--- src/rtl/spi_master_ipif.sv ---
// ============================================================================
//  Module   : spi_master_ipif
//  Purpose  : Parametrised SPI master behind an IPIF-style register bus.
//             One word is shifted per TXDATA write; all four CPOL/CPHA modes,
//             MSB/LSB-first ordering, programmable SCK divider, CS hold
//             between words and sticky WR_ERR / OVERRUN status.
//  Ports    : bus2ip_clk/rst         - clock, async active-high reset
//             bus2ip_data/wrce/rdce  - register write data and one-hot enables
//             ip2bus_data/wrack/rdack- registered read data and acknowledges
//             SPI_SCK/MOSI/MISO/CSn  - serial interface, CSn active low
//  Revision : 1.0  initial release
// ============================================================================
`default_nettype none

module spi_master_ipif #(
  parameter int DATA_W = 8,
  parameter int NCS    = 4,
  parameter int DIV_W  = 8
) (
  input  logic              bus2ip_clk,
  input  logic              rst,
  input  logic [31:0]       bus2ip_data,
  input  logic [3:0]        bus2ip_wrce,
  input  logic [3:0]        bus2ip_rdce,
  output logic [31:0]       ip2bus_data,
  output logic              ip2bus_wrack,
  output logic              ip2bus_rdack,
  output logic              SPI_SCK,
  output logic              SPI_MOSI,
  input  logic              SPI_MISO,
  output logic [NCS-1:0]    SPI_CSn
);

  localparam int CSW = (NCS > 1) ? $clog2(NCS) : 1;
  localparam int HPW = $clog2(2 * DATA_W);
  localparam logic [HPW-1:0] HP_LAST = HPW'(2 * DATA_W - 1);
  localparam logic [HPW-1:0] HP_PEN  = HPW'(2 * DATA_W - 2);

  typedef enum logic [1:0] {S_IDLE, S_LEAD, S_SHIFT, S_TRAIL} state_t;

  state_t              state_q, state_d;
  logic                cpha_q, cpol_q, lsb_q, hold_q;
  logic [CSW-1:0]      cs_sel_q;
  logic [DIV_W-1:0]    div_q, cnt_q;
  logic [HPW-1:0]      hp_q;          // half-period index inside SHIFT
  logic [DATA_W-1:0]   tx_q, rx_q, rxdata_q;
  logic                mosi_q, cs_act_q;
  logic                rx_valid_q, overrun_q, wr_err_q;
  logic [31:0]         rd_data_q;
  logic                wrack_q, rdack_q;

  logic                busy, start, tick, hp_last, done;
  logic                lead_edge, trail_edge, do_sample, do_shift;
  logic [DATA_W-1:0]   tx_word;
  logic [CSW-1:0]      new_sel;
  logic [31:0]         rd_mux;
  logic                unused_bits;

  assign unused_bits = ^bus2ip_data;
  assign tx_word     = bus2ip_data[DATA_W-1:0];
  assign new_sel     = bus2ip_data[8 +: CSW];

  always_comb begin
    busy    = (state_q != S_IDLE);
    start   = bus2ip_wrce[2] && !busy;
    tick    = (cnt_q == div_q);
    hp_last = (hp_q == HP_LAST);
    state_d = state_q;
    done    = 1'b0;
    case (state_q)
      S_IDLE:  if (start) state_d = S_LEAD;
      S_LEAD:  if (tick)  state_d = S_SHIFT;
      S_SHIFT: if (tick && hp_last) begin
        if (hold_q) begin
          state_d = S_IDLE;
          done    = 1'b1;
        end else begin
          state_d = S_TRAIL;
        end
      end
      S_TRAIL: if (tick) begin
        state_d = S_IDLE;
        done    = 1'b1;
      end
      default: state_d = S_IDLE;
    endcase
    // SCK edges: leading edges enter even half-periods, trailing edges odd
    // ones. The end of the last half-period is not an edge, SCK is already
    // back at CPOL there.
    lead_edge  = ((state_q == S_LEAD) && tick) ||
                 ((state_q == S_SHIFT) && tick && !hp_last && hp_q[0]);
    trail_edge = (state_q == S_SHIFT) && tick && !hp_last && !hp_q[0];
    do_sample  = cpha_q ? trail_edge : lead_edge;
    // In CPHA=0 the first bit is preloaded, so the final trailing edge would
    // shift past the word; skipping it keeps MOSI on the last bit.
    do_shift   = cpha_q ? lead_edge : (trail_edge && (hp_q != HP_PEN));
  end

  always_comb begin
    rd_mux = 32'd0;
    if (bus2ip_rdce[0])
      rd_mux = {{(24 - CSW){1'b0}}, cs_sel_q, 4'b0000, hold_q, lsb_q, cpol_q, cpha_q};
    else if (bus2ip_rdce[1])
      rd_mux = 32'(div_q);
    else if (bus2ip_rdce[2])
      rd_mux = {28'd0, wr_err_q, overrun_q, rx_valid_q, busy};
    else if (bus2ip_rdce[3])
      rd_mux = 32'(rxdata_q);
  end

  always_ff @(posedge bus2ip_clk or posedge rst) begin
    if (rst) begin
      state_q    <= S_IDLE;
      cpha_q     <= 1'b0;
      cpol_q     <= 1'b0;
      lsb_q      <= 1'b0;
      hold_q     <= 1'b0;
      cs_sel_q   <= '0;
      div_q      <= '0;
      cnt_q      <= '0;
      hp_q       <= '0;
      tx_q       <= '0;
      rx_q       <= '0;
      rxdata_q   <= '0;
      mosi_q     <= 1'b0;
      cs_act_q   <= 1'b0;
      rx_valid_q <= 1'b0;
      overrun_q  <= 1'b0;
      wr_err_q   <= 1'b0;
      rd_data_q  <= '0;
      wrack_q    <= 1'b0;
      rdack_q    <= 1'b0;
    end else begin
      state_q   <= state_d;
      wrack_q   <= |bus2ip_wrce;
      rdack_q   <= |bus2ip_rdce;
      rd_data_q <= rd_mux;

      if (bus2ip_wrce[0] && !busy) begin
        cpha_q   <= bus2ip_data[0];
        cpol_q   <= bus2ip_data[1];
        lsb_q    <= bus2ip_data[2];
        hold_q   <= bus2ip_data[3];
        cs_sel_q <= new_sel;
        // A held CS is released when hold is dropped or the target changes.
        if (!bus2ip_data[3] || (new_sel != cs_sel_q))
          cs_act_q <= 1'b0;
      end
      if (bus2ip_wrce[1] && !busy)
        div_q <= bus2ip_data[DIV_W-1:0];

      if (start) begin
        cs_act_q <= 1'b1;
        cnt_q    <= '0;
        hp_q     <= '0;
        if (!cpha_q) begin
          mosi_q <= lsb_q ? tx_word[0] : tx_word[DATA_W-1];
          tx_q   <= lsb_q ? (tx_word >> 1) : (tx_word << 1);
        end else begin
          tx_q   <= tx_word;
        end
      end else if (busy) begin
        cnt_q <= tick ? '0 : cnt_q + 1'b1;
        if ((state_q == S_SHIFT) && tick)
          hp_q <= hp_q + 1'b1;
        if (do_shift) begin
          mosi_q <= lsb_q ? tx_q[0] : tx_q[DATA_W-1];
          tx_q   <= lsb_q ? (tx_q >> 1) : (tx_q << 1);
        end
        if (do_sample)
          rx_q <= lsb_q ? {SPI_MISO, rx_q[DATA_W-1:1]} : {rx_q[DATA_W-2:0], SPI_MISO};
        if ((state_q == S_TRAIL) && tick)
          cs_act_q <= 1'b0;
      end

      // Clears first, sets last: a simultaneous set always wins.
      if (bus2ip_rdce[3])
        rx_valid_q <= 1'b0;
      if (bus2ip_wrce[3] && bus2ip_data[2])
        overrun_q <= 1'b0;
      if (bus2ip_wrce[3] && bus2ip_data[3])
        wr_err_q <= 1'b0;
      if (busy && (|bus2ip_wrce[2:0]))
        wr_err_q <= 1'b1;
      if (done) begin
        rxdata_q   <= rx_q;
        rx_valid_q <= 1'b1;
        if (rx_valid_q && !bus2ip_rdce[3])
          overrun_q <= 1'b1;
      end
    end
  end

  assign SPI_SCK      = (state_q == S_SHIFT) ? (cpol_q ^ ~hp_q[0]) : cpol_q;
  assign SPI_MOSI     = mosi_q;
  assign ip2bus_data  = rd_data_q;
  assign ip2bus_wrack = wrack_q;
  assign ip2bus_rdack = rdack_q;

  for (genvar i = 0; i < NCS; i++) begin : g_cs
    assign SPI_CSn[i] = ~(cs_act_q && (cs_sel_q == CSW'(i)));
  end

endmodule

`default_nettype wire

--- config.mk ---
export PLATFORM = sky130hd
export DESIGN_NAME = spi_master_ipif
export DESIGN_NICKNAME = d
export VERILOG_FILES = /design/src/rtl/spi_master_ipif.sv
export SDC_FILE = /design/constraint.sdc
export NUM_CORES = 1
export LEC_CHECK = 0
export ABC_AREA = 0
export CORE_MARGIN = 2
export CORE_UTILIZATION = 51
export DETAILED_ROUTE_END_ITERATION = 7
export PLACE_DENSITY = 0.91
export SYNTH_ARGS = -nofsm -noshare
export SYNTH_HDL_FRONTEND = slang
export SYNTH_SLANG_ARGS = --single-unit
--- constraint.sdc ---
create_clock -name bus2ip_clk -period 2.4 [get_ports bus2ip_clk]
set_input_delay 0.24 -clock bus2ip_clk [delete_from_list [all_inputs] [get_ports bus2ip_clk]]
set_output_delay 0.24 -clock bus2ip_clk [all_outputs]
set_load 0.005 [all_outputs]
After elaboration in Yosys (flattened, before gate mapping)
Index checks and enable logic that the tools add are counted.

word-level totals
  register bits = 91
  latch bits = 0
  memory bits (writable) = 0
  memory bits (read-only) = 0
  output and inout bits = 40
  logic and storage cells = 134
  memories kept = 0

cells by class
  add/sub/neg operators = 2
  multipliers = 0
  divide/modulo/power cells = 0
  magnitude comparators = 0
  eq/ne operators = 15
  shift-type cells = 0
  mux-type cells = 48
  bitwise operators = 7
  reduce and logical (&&, ||, !) cells = 42

operators with widths
  kind                                                 number
  two-way mux 8 bit                                    13
  two-way mux 1 bit                                    24
  logical AND 1 bit                                    19
  two-way mux 4 bit                                    3
  nonzero test 2 bit                                   6
  two-way mux 10 bit                                   1
  two-way mux 2 bit                                    5
  inequality test 2 bit, second input constant         5
  adder 8 x 1 -> 8 bit, second input constant          1
  equality test 2 bit, second input constant           4
  equality test 8 bit                                  1
  one-hot mux 2 bit (4 select lines)                   1
  OR reduction 4 bit                                   2
  NOT 1 bit                                            6
  AND reduction 3 bit                                  2
  logical NOT 1 bit                                    5
  adder 4 x 1 -> 4 bit, second input constant          1
  equality test 2 x 1 -> 1 bit, second input constant  2
  equality test 4 bit, second input constant           1
  logical NOT 2 bit                                    2
  inequality test 4 bit, second input constant         1
  AND reduction 2 bit                                  2
  AND reduction 4 bit                                  1
  OR reduction 3 bit                                   1
  4 further kinds                                      5

Depth between registers and ports, before layout
Gate-level depths: netlist (run 1).

  depth in word-level cells = 9
  gate-level depth with buffers = 7
  gate-level depth less buffers = 7

Worst setup path after synthesis (run 1)
No wires, ideal clock.

  path type = flip-flop to flip-flop
  from = reg hp_q[0]
  to = reg tx_q[1]
  library setup time = 0.126 ns
  arrival time = 1.936 ns
  data required time = 2.274 ns
  path slack = 0.339 ns
  stages on the path, launching flop included = 8
  buffers on the path = 0
  cell sequence = dfrtp_1 -> inv_1 -> ha_1 -> a311oi_1 -> o211ai_1 -> a211oi_4 -> nor2_4 -> a221o_1

between the ends
  word-level cells in the longest chain between the ends = 8
  elaborated cells between the ends (all ways) = 12
  classes of those cells = 2 x eq/ne; 1 x mux; 9 x reduce/logical

RTL lines
  element                                                line    source
  start: declaration                                     45      logic [HPW-1:0] hp_q;
  start signal: assignment                               165     hp_q <= hp_q + 1'b1;
  equality test 4 bit                                    67      hp_last = (hp_q == HP_LAST);
  logical NOT 1 bit                                      91, 92
  logical AND 1 bit                                      91, 92
  logical AND 1 bit, on equally long branches            92, 91
  logical AND 1 bit or logical OR 1 bit (tied branches)  96, 90
  two-way mux 1 bit *                                    96      do_shift = cpha_q ? lead_edge : (trail_edge && (hp_q != HP_PEN));
  nonzero test 2 bit (no source line) *                  --
  AND reduction 2 bit (no source line) *                 --
  end signal: assignment                                 158     tx_q <= lsb_q ? (tx_word >> 1) : (tx_word << 1);
  end signal: assignment                                 160     tx_q <= tx_word;
  end signal: assignment                                 168     tx_q <= lsb_q ? (tx_q >> 1) : (tx_q << 1);
  end: declaration                                       46      logic [DATA_W-1:0] tx_q, rx_q, rxdata_q;

Every way passes the cells marked *; elsewhere a longest branch is shown, timed or not.
A chain may end at the register's enable or synchronous reset.

Final worst setup path (run 1)
  from = reg state_q[0]
  to = out SPI_SCK

between the ends
  word-level cells in the longest chain between the ends = 2

RTL lines
  element                   line  source
  start: declaration        41    state_t state_q, state_d;
  start signal: assignment  134   state_q <= state_d;
  equality test 2 bit       194   assign SPI_SCK = (state_q == S_SHIFT) ? (cpol_q ^ ~hp_q[0]) : cpol_q;
  two-way mux 1 bit         194
  end: declaration          28    output logic SPI_SCK,

Every way passes these cells.

==> results.txt, run 1 <==
CTS tree: done
Final Skew: 7.65 ps
Setup Fix Bufs, Post-CTS: 0
Core Footprint: 7140 um^2
post-synthesis sequential area ratio: 46.7%
Die H: 89.1 um
R2R Path End: tx_q[4]
Slew @ Worst Pin: 755 ps
area grow syn2layout: 17.9%
routability cong.: 0.809
die footprint: 7940 um^2
Max-Cap Viols: 0
total placed cells including tap cells: 480
slowest stage delay, CP: 590 ps
H-tree depth: 3
syn_area_per_cell: 10.6 um^2
CP Class: register to output port
most common cell after layout, fill and taps aside: dfrtp_1
CP Launch Type: register
WP data arrival: 1970 ps
setup TNS: 0 ps
CTS sink cnt: 69
number of enable flip-flop cells after synthesis: 0
Worst Path Max Fanout: 17
root buf cell: clkbuf_8
synthesized flop and latch total: 69
Via density: 5.63
initial antenna violation count: 0
commonest cells after routing, fill and taps aside: 68 x dfrtp_1, 40 x nor2_1, 38 x clkdlybuf4s50_1
HPWL after DPL: 5.83 mm
share of cells above drive strength 1: 15.9%
Critical R2R Launch: hp_q[0]
GRT overflow: 0
Final Hold Slack: 212 ps
ANT cells: 0
ys flop type: dfrtp_1
Peak Freq: 452 MHz
first-pass GRT wire length: 13.6 mm
io pins: 83
Worst VDD drop: 628 uV
R2R Setup Slk: 310 ps
vias in the first global route: 2,728
Residual DRC: 0
drt initial violations: 214
synth warn: 0
Mapped Area: 3700 um^2
Netlist cell types: 52
row cnt: 31
final hold vios: 0
Avg WL per Cell: 16.8 um
starting density of the core: 51.8%
non-filler instance count after layout: 496
clk buf depth: 2
chip width: 89.1 um
I/O Buffers: 38
Cells after Synth: 350
Final Cycle Share: 92.1%
CP required: 2160 ps
unrepaired setup endpoints after global routing: false
critical-path cell list: nor2_1 -> nand2_1 -> xnor2_1 -> clkdlybuf4s50_1
Post-synth ARST share: 100%
Inserted Clock Buffers: 9
TritonRoute pass-1 iters: 5
status: finished, final reports clean
slowest CP cell: dfrtp_1
Overall Global Routing Usage: 22.9%
Final Setup Violations: 0
Slew headroom: 49.7%
Routed WL: 8.31 mm
Final Max Slew Viols: 0
largest net degree at the start of global routing: 49
pwr dens: 1120 nW/um^2
Final ANT Viol Nets: 0
Nets: 438
Hold Crit Class: input port to asynchronous set/reset pin
worst reg2reg path depth: 7
clock-pin slew on the worst setup and hold paths: 80 ps
worst skew pair latency: 360 ps
# hold bufs at CTS: 0
Post-Route Utilization: 61.1%
reported leakage power: 1.90 nW
Worst Setup End Kind: output port
minimum clock period: 2210 ps
Via Count: 2,793
-- state kept, by name (all words and copies together), names as in the netlist, 2 cells and up --
register and cells:
state_q 2, hp_q 4, tx_q 8, ip2bus_data 10
div_q 8, cnt_q 8, rx_q 8, rxdata_q 8
cs_sel_q 2
-- what timing repair did --
| item | in CTS | in global routing |
|---|---|---|
| endpoints found under the hold margin | 0 | 0 |
| endpoints found under the setup margin | 0 | 1 |
| resized for setup | 0 | 1 |
-- Yosys cell counts, drive strengths merged, types with 3 or more instances --
library cell	count	share of area, %
clkbuf	6	0.61
a31oi	6	1.0
dfrtp	69	47
a221o	6	1.6
buf	31	5.7
nand4	3	1.1
nor3	5	0.95
and2	6	1.0
mux2	31	9.4
nand3	10	1.4
a22oi	3	0.61
nand2b	5	0.85
a21oi	29	3.9
mux2i	15	4.1
xnor2	14	3.9
ha	3	1.0
o21ai	11	1.5
a22o	5	1.2
o22ai	4	0.68
nor2	41	4.4
nand2	19	2.0
inv	4	0.41
-- worst max-delay path: cells and delay by family, from the launching register on --
family / cells / cell delay, ps
AND/OR/NAND/NOR: 2 / 300
buffers and inverters: 1 / 530
flip-flops: 1 / 590
XOR/XNOR: 1 / 190
-- through the flow --
stage / power [W] / setup slack [ps] / cell area (um^2)
2_1_floorplan: 0.00324 / 339 / 3770
3_3_place_gp: 0.00366 / 333 / 4130
3_5_place_dp: 0.00378 / 296 / 4130
4_1_cts: 0.00489 / 56.7 / 4360
5_1_grt: 0.00518 / 74.3 / 4360
6_report: 0.00489 / 189 / 4360
-- power by group --
part	switching, W	internal [W]	total [W]
Sequential	0.000524	0.00154	0.00207
Clock	0.000492	0.000603	0.00109
Combinational	0.000772	0.000953	0.00173
Total	0.00179	0.00310	0.00489
-- worst max path at each step --
stage,startpoint,endpoint,slack (ps)
global placement,hp_q[0],tx_q[2],330
finish,state_q[0],SPI_SCK,190
detailed placement,hp_q[0],tx_q[6],300
CTS,state_q[1],SPI_SCK,60
global route,state_q[0],SPI_SCK,70
floorplan,hp_q[0],tx_q[1],340
-- cell families after synthesis --
family | Yosys count | synth area share, %
AND/OR/NAND/NOR | 101 | 14.2
AO/OA/AOI/OAI | 72 | 12.8
flip-flops | 69 | 46.7
multiplexers | 47 | 14.1
buffers and inverters | 41 | 6.67
XOR/XNOR | 16 | 4.40
adder cells (fa/ha/maj) | 3 | 1.02
other | 1 | 0.101
-- routing by layer --
layer	wire, um	vias to the layer above	global-route usage (%)
met5	0	-	0
met4	156	0	8.01
met3	464	15	6.56
met2	4250	92	37.8
met1	3440	1392	29.0
li1	-	1294	-
-- layout make-up --
type                            count  area, um^2
Multi-Input combinational cell    261        1800
Tap cell                           99         124
Sequential cell                    69        1730
Fill cell                         552        2780
Inverter                            4        15.0
Timing Repair Buffer               47         460
Clock buffer                        9         124
Clock inverter                      7         106
Power figures use the tool's default switching activity.
==> run 2: changes to the inputs <==
--- a/config.mk
+++ b/config.mk
@@ -6,7 +6,6 @@
 export NUM_CORES = 1
 export LEC_CHECK = 0
 export ABC_AREA = 0
-export CORE_MARGIN = 2
 export CORE_UTILIZATION = 51
 export DETAILED_ROUTE_END_ITERATION = 7
 export PLACE_DENSITY = 0.91
==> run 2 against run 1 <==
Effect of this change: die area fell by 4.4%; design area rose by 0.69%; maximum frequency fell by 1.8%; clock power rose by 10%; sequential share of layout area fell by 0.30 points; combinational power rose by 3%; via count rose by 2.5%; sequential cell count did not move.
==> results.txt, run 2 (synthesis gave the netlist of run 1 again) <==
initial antenna violation count: 0 (unchanged)
number of flip-flops in the largest register: 10 (unchanged)
I/O Buffers: 38 (unchanged)
H-tree depth: 3 (unchanged)
vias in the first global route: 2,892 (+6.0%)
critical-path cell list: inv_1 -> ha_1 -> a311oi_1 -> o211ai_1 -> a211oi_4 -> nor2_4 -> a221o_1
min setup slack post-route: 149 ps (-39.8 ps)
Setup Fix Bufs, Post-CTS: 0 (unchanged)
routability cong.: 0.895 (+11%)
Top delay family on crit path: compound AO/OA/AOI/OAI gates
Switching Share: 35.3% (-1.3 points)
most common cell after layout, fill and taps aside: dfrtp_1
Avg WL per Cell: 17.1 um (+2.0%)
GRT overflow: 0 (unchanged)
Die H: 87.1 um (-2.2%)
WP data arrival: 2490 ps (+520 ps)
Worst Path Max Fanout: 8 (-9)
minimum clock period: 2250 ps (+39.8 ps)
Worst Setup End Kind: register
Final Skew: 9.74 ps (+2.09 ps)
Residual DRC: 0 (unchanged)
TritonRoute pass-1 iters: 6 (+1)
Final Cycle Share: 93.8% (+1.7 points)
starting density of the core: 53.5% (+1.7 points)
CTS tree: done
Core Footprint: 6910 um^2 (-3.2%)
commonest cells after routing, fill and taps aside: 69 x dfrtp_1, 40 x nor2_1, 38 x clkdlybuf4s50_1
design area: 4390 um^2 (+0.69%)
Overall Global Routing Usage: 24.4% (+1.5 points)
Max-Cap Viols: 0 (unchanged)
unrepaired setup endpoints after global routing: false
Final Max Slew Viols: 0 (unchanged)
clk buf depth: 2 (unchanged)
die footprint: 7590 um^2 (-4.4%)
ANT cells: 0 (unchanged)
dpl ws: 288 ps (-7.61 ps)
slowest CP cell: dfrtp_1
worst skew pair latency: 350 ps (about the same)
Clock power frac: 23.9% (+1.5 points)
Inserted Clock Buffers: 9 (unchanged)
# hold bufs at CTS: 0 (unchanged)
Peak Freq: 444 MHz (-1.8%)
Final ANT Viol Nets: 0 (unchanged)
slowest stage delay, CP: 510 ps (-80 ps)
final hold vios: 0 (unchanged)
post_cts resized: 0 (unchanged)
CTS sink cnt: 69 (unchanged)
Final Setup Violations: 0 (unchanged)
io pins: 83 (unchanged)
part of the power in combinational logic: 35.3% (about the same)
Fillers: 549 (-0.54%)
area grow syn2layout: 18.8%
Worst VDD drop: 609 uV (-3.0%)
Post-Route Utilization: 63.6% (+2.5 points)
share of cells above drive strength 1: 15.8% (-0.040 points)
Int Pwr: 0.00326 W (+5.0%)
Worst Path Buf+Inv: 1 (unchanged)
clock-pin slew on the worst setup and hold paths: 80 ps (about the same)
post-placement cell area: 4130 um^2 (about the same)
Via density: 5.80 (+2.9%)
reported leakage power: 1.91 nW (+0.77%)
row cnt: 30 (-3.2%)
Sequential Power Share: 40.8% (-1.5 points)
setup TNS: 0 ps (unchanged)
drt initial violations: 200 (-6.5%)
Hold Crit Class: input port to asynchronous set/reset pin
CP Class: register to register
first-pass GRT wire length: 13.9 mm (+2.3%)
status: finished, final reports clean
CP required: 2640 ps (+480 ps)
Routed WL: 8.44 mm (+1.6%)
sw power: 0.00177 W (-0.73%)
HPWL after DPL: 5.75 mm (-1.3%)
CP Launch Type: register
Slew @ Worst Pin: 686 ps (-68.6 ps)
largest net degree at the start of global routing: 70 (+43%)
Via Count: 2,863 (+2.5%)
Slew headroom: 53.9% (+4.2 points)
pwr dens: 1150 nW/um^2 (+2.2%)
root buf cell: clkbuf_8
chip width: 87.1 um (-2.2%)
Nets: 439 (+0.23%)
run 2: worst min-delay path: stages:
cell,delay (ps)
clkdlybuf4s50_1,410
inv_2,70
buf_12,310
run 2: area by class of cell:
type / count / area, um^2 / area share [%]
Multi-Input combinational cell: 261 / 1800 / 41.0
Timing Repair Buffer: 48 / 468 / 10.7
Sequential cell: 69 / 1730 / 39.3
Clock inverter: 5 / 106 / 2.42
Inverter: 4 / 15.0 / 0.342
Clock buffer: 11 / 151 / 3.45
Tap cell: 96 / 120 / 2.74
run 2: power groups by stage:
| stage | logic [W] | clock network, W | registers (W) |
|---|---|---|---|
| final | 0.00178 | 0.00120 | 0.00205 |
| after global routing | 0.00192 | 0.00126 | 0.00210 |
| after CTS | 0.00177 | 0.00122 | 0.00204 |
| after detailed placement | 0.00173 | 0 | 0.00205 |
| after global placement | 0.00164 | 0 | 0.00202 |
| after floorplan | 0.00138 | 0 | 0.00186 |
run 2: per-layer routing:
| layer | vias up | wire [um] | track usage, % |
|---|---|---|---|
| li1 | 1292 | - | - |
| met1 | 1425 | 3460 | 30.8 |
| met5 | - | 0 | 0 |
| met3 | 30 | 486 | 3.79 |
| met4 | 0 | 272 | 14.0 |
| met2 | 116 | 4220 | 39.9 |
run 2: per-stage QoR:
stage / hold WS (ps) / total power [W] / std cells
after floorplan: 306 / 0.00324 / 371
after global placement: 467 / 0.00367 / 478
after detailed placement: 481 / 0.00378 / 478
after CTS: 297 / 0.00502 / 494
after global routing: 320 / 0.00529 / 494
final: 281 / 0.00503 / 494
run 2: worst paths after layout:
path	startpoint	endpoint	slack [ps]	depth (start not counted)
worst max-delay path	hp_q[0]	tx_q[1]	150	7
worst min-delay path	rst	ip2bus_data[0]	280	3
worst max register to register	hp_q[0]	tx_q[1]	150	7
worst min register to register	rxdata_q[7]	rxdata_q[7]	500	1
max in group asynchronous	rst	hp_q[2]	1820	3
min in group bus2ip_clk	rxdata_q[7]	rxdata_q[7]	500	1
==> run 3: changes to the inputs <==
--- a/config.mk
+++ b/config.mk
@@ -5,7 +5,7 @@
 export SDC_FILE = /design/constraint.sdc
 export NUM_CORES = 1
 export LEC_CHECK = 0
-export ABC_AREA = 0
+export CORE_MARGIN = 4
 export CORE_UTILIZATION = 51
 export DETAILED_ROUTE_END_ITERATION = 7
 export PLACE_DENSITY = 0.91
==> constraint.sdc (replaced) <==
create_clock -name bus2ip_clk -period 2.4 [get_ports bus2ip_clk]
set_input_delay 0.24 -clock bus2ip_clk [delete_from_list [all_inputs] [get_ports bus2ip_clk]]
set_output_delay 0.24 -clock bus2ip_clk [all_outputs]
set_load 0.05 [all_outputs]
==> run 3 against run 2 <==
Effect of this change: maximum frequency up 0.71%; design area is 1.1% lower; combinational power increased by 16%; clock skew shrank 0.65 ps; die area rose by 14%; non-clock buffer count did not move; clock power down 13%; largest cell class unchanged.
==> results.txt, run 3 (synthesis gave the netlist of run 1 again) <==
CP Class: register to output port
Switching Share: 39.7% (+4.5 points)
starting density of the core: 53.5% (unchanged)
Final Cycle Share: 93.1% (-0.66 points)
number of flip-flops in the largest register: 10 (unchanged)
critical-path cell list: or3b_2 -> clkdlybuf4s50_1
Slew @ Worst Pin: 672 ps (-14.3 ps)
Final Skew: 9.10 ps (-0.646 ps)
unrepaired setup endpoints after global routing: false
CP Launch Type: register
Inserted Clock Buffers: 9 (unchanged)
CTS tree: done
met2 usage: 33.2% (-6.7 points)
Worst Setup End Kind: output port
status: finished, final reports clean
Worst Path Max Fanout: 7 (-1)
Nets: 439 (unchanged)
Final Max Slew Viols: 0 (unchanged)
Worst Path Buf+Inv: 1 (unchanged)
Clock power frac: 20.2% (-3.7 points)
Int Pwr: 0.00310 W (-4.8%)
minimum clock period: 2240 ps (-15.9 ps)
setup TNS: 0 ps (unchanged)
WP data arrival: 2000 ps (-490 ps)
Sequential Power Share: 39.8% (-1.0 points)
CTS sink cnt: 69 (unchanged)
R2R Path End: tx_q[6]
GRT overflow: 0 (unchanged)
part of the power in combinational logic: 39.9% (+4.6 points)
routability cong.: 0.915 (+2.2%)
Die H: 93.1 um (+6.9%)
first-pass GRT wire length: 13.3 mm (-4.3%)
chip width: 93.1 um (+6.9%)
row cnt: 30 (unchanged)
most common cell after layout, fill and taps aside: dfrtp_1
worst skew pair latency: 350 ps (about the same)
Routed WL: 7.99 mm (-5.4%)
slowest CP cell: clkdlybuf4s50_1
pwr dens: 1190 nW/um^2 (+3.4%)
TritonRoute pass-1 iters: 4 (-2)
post_cts resized: 0 (unchanged)
slowest stage delay, CP: 710 ps (+200 ps)
die footprint: 8670 um^2 (+14%)
I/O Buffers: 38 (unchanged)
critical path depth: 2 (-5)
ANT cells: 0 (unchanged)
initial antenna violation count: 0 (unchanged)
Critical R2R Launch: hp_q[0]
Worst setup endpoint: SPI_CSn[0]
post-placement cell area: 4130 um^2 (about the same)
Via density: 5.51 (-4.9%)
root buf cell: clkbuf_8
Final ANT Viol Nets: 0 (unchanged)
drt initial violations: 220 (+10%)
met3 track demand over resource: 4.42% (+0.63 points)
Setup Fix Bufs, Post-CTS: 0 (unchanged)
Final Setup Violations: 0 (unchanged)
Avg WL per Cell: 16.2 um (-5.2%)
Peak Freq: 447 MHz (+0.71%)
commonest cells after routing, fill and taps aside: 69 x dfrtp_1, 40 x nor2_1, 37 x clkdlybuf4s50_1
H-tree depth: 3 (unchanged)
HPWL after DPL: 5.88 mm (+2.3%)
R2R Setup Slk: 250 ps (+100 ps)
CP required: 2160 ps (-480 ps)
Residual DRC: 0 (unchanged)
share of cells above drive strength 1: 15.9% (+0.040 points)
sw power: 0.00205 W (+15%)
vias in the first global route: 2,687 (-7.1%)
area grow syn2layout: 17.5%
# hold bufs at CTS: 0 (unchanged)
clock-pin slew on the worst setup and hold paths: 80 ps (about the same)
worst reg2reg path depth: 7 (unchanged)
largest net degree at the start of global routing: 42 (-40%)
Hold Crit Class: input port to asynchronous set/reset pin
Overall Global Routing Usage: 19.8% (-4.6 points)
Max-Cap Viols: 0 (unchanged)
final hold vios: 0 (unchanged)
GRT met1 Usage: 25.0% (-5.7 points)
global routing's busiest layer: met2
design area: 4340 um^2 (-1.1%)
clk buf depth: 2 (unchanged)
Top delay family on crit path: buffers and inverters
Core Footprint: 6910 um^2 (unchanged)
io pins: 83 (unchanged)
start point of the critical path: cs_sel_q[0]
Slew headroom: 55.2% (+1.3 points)
reported leakage power: 1.90 nW (-0.64%)
Via Count: 2,716 (-5.1%)
Worst VDD drop: 570 uV (-6.4%)
[run 3: cell count changes in the layout (fill, tap and decap cells not counted)]
cell             delta
buf_4               +1
clkinv_2            +3
bufinv_16           -1
clkbuf_8            -1
clkinvlp_4          -1
clkdlybuf4s50_1     -1
clkinv_4            -1
[run 3: final cells by class]
cell class	count	area, um^2
Timing Repair Buffer	48	465
Inverter	4	15.0
Tap cell	96	120
Multi-Input combinational cell	261	1800
Clock buffer	10	138
Fill cell	540	2560
Clock inverter	5	75.1
Sequential cell	69	1730
[run 3: worst min path at each step]
stage	start	end	slack [ps]	cells past startpoint
6_report	rst	rx_q[4]	280	2
5_1_grt	rst	rx_q[4]	330	2
4_1_cts	rst	rx_q[4]	300	2
3_5_place_dp	rxdata_q[0]	rxdata_q[0]	480	1
3_3_place_gp	overrun_q	overrun_q	470	2
2_1_floorplan	bus2ip_rdce[0]	ip2bus_data[4]	310	1
[run 3: per-stage QoR]
| stage | utilization, % | hold WS, ps | cells | power, W | worst slack [ps] |
|---|---|---|---|---|---|
| CTS | 62.9 | 296 | 493 | 0.00516 | 151 |
| finish | 62.9 | 281 | 493 | 0.00515 | 165 |
| floorplan | - | 306 | 371 | 0.00359 | 339 |
| global placement | 59.8 | 467 | 478 | 0.00400 | 320 |
| detailed placement | 59.8 | 482 | 478 | 0.00410 | 294 |
| global route | 62.9 | 332 | 493 | 0.00546 | 105 |
[run 3: metal layers]
| layer | up-vias | share of wire [%] |
|---|---|---|
| met1 | 1347 | 42 |
| li1 | 1282 | - |
| met4 | 0 | 1.9 |
| met3 | 16 | 5.4 |
| met2 | 71 | 51 |
| met5 | - | 0 |
[run 3: power groups by stage]
stage | clock network (W) | registers (W) | logic, W
after floorplan | 0 | 0.00201 | 0.00157
after global placement | 0 | 0.00203 | 0.00197
after detailed placement | 0 | 0.00206 | 0.00204
after CTS | 0.00106 | 0.00204 | 0.00206
after global routing | 0.00111 | 0.00212 | 0.00223
final | 0.00104 | 0.00205 | 0.00206
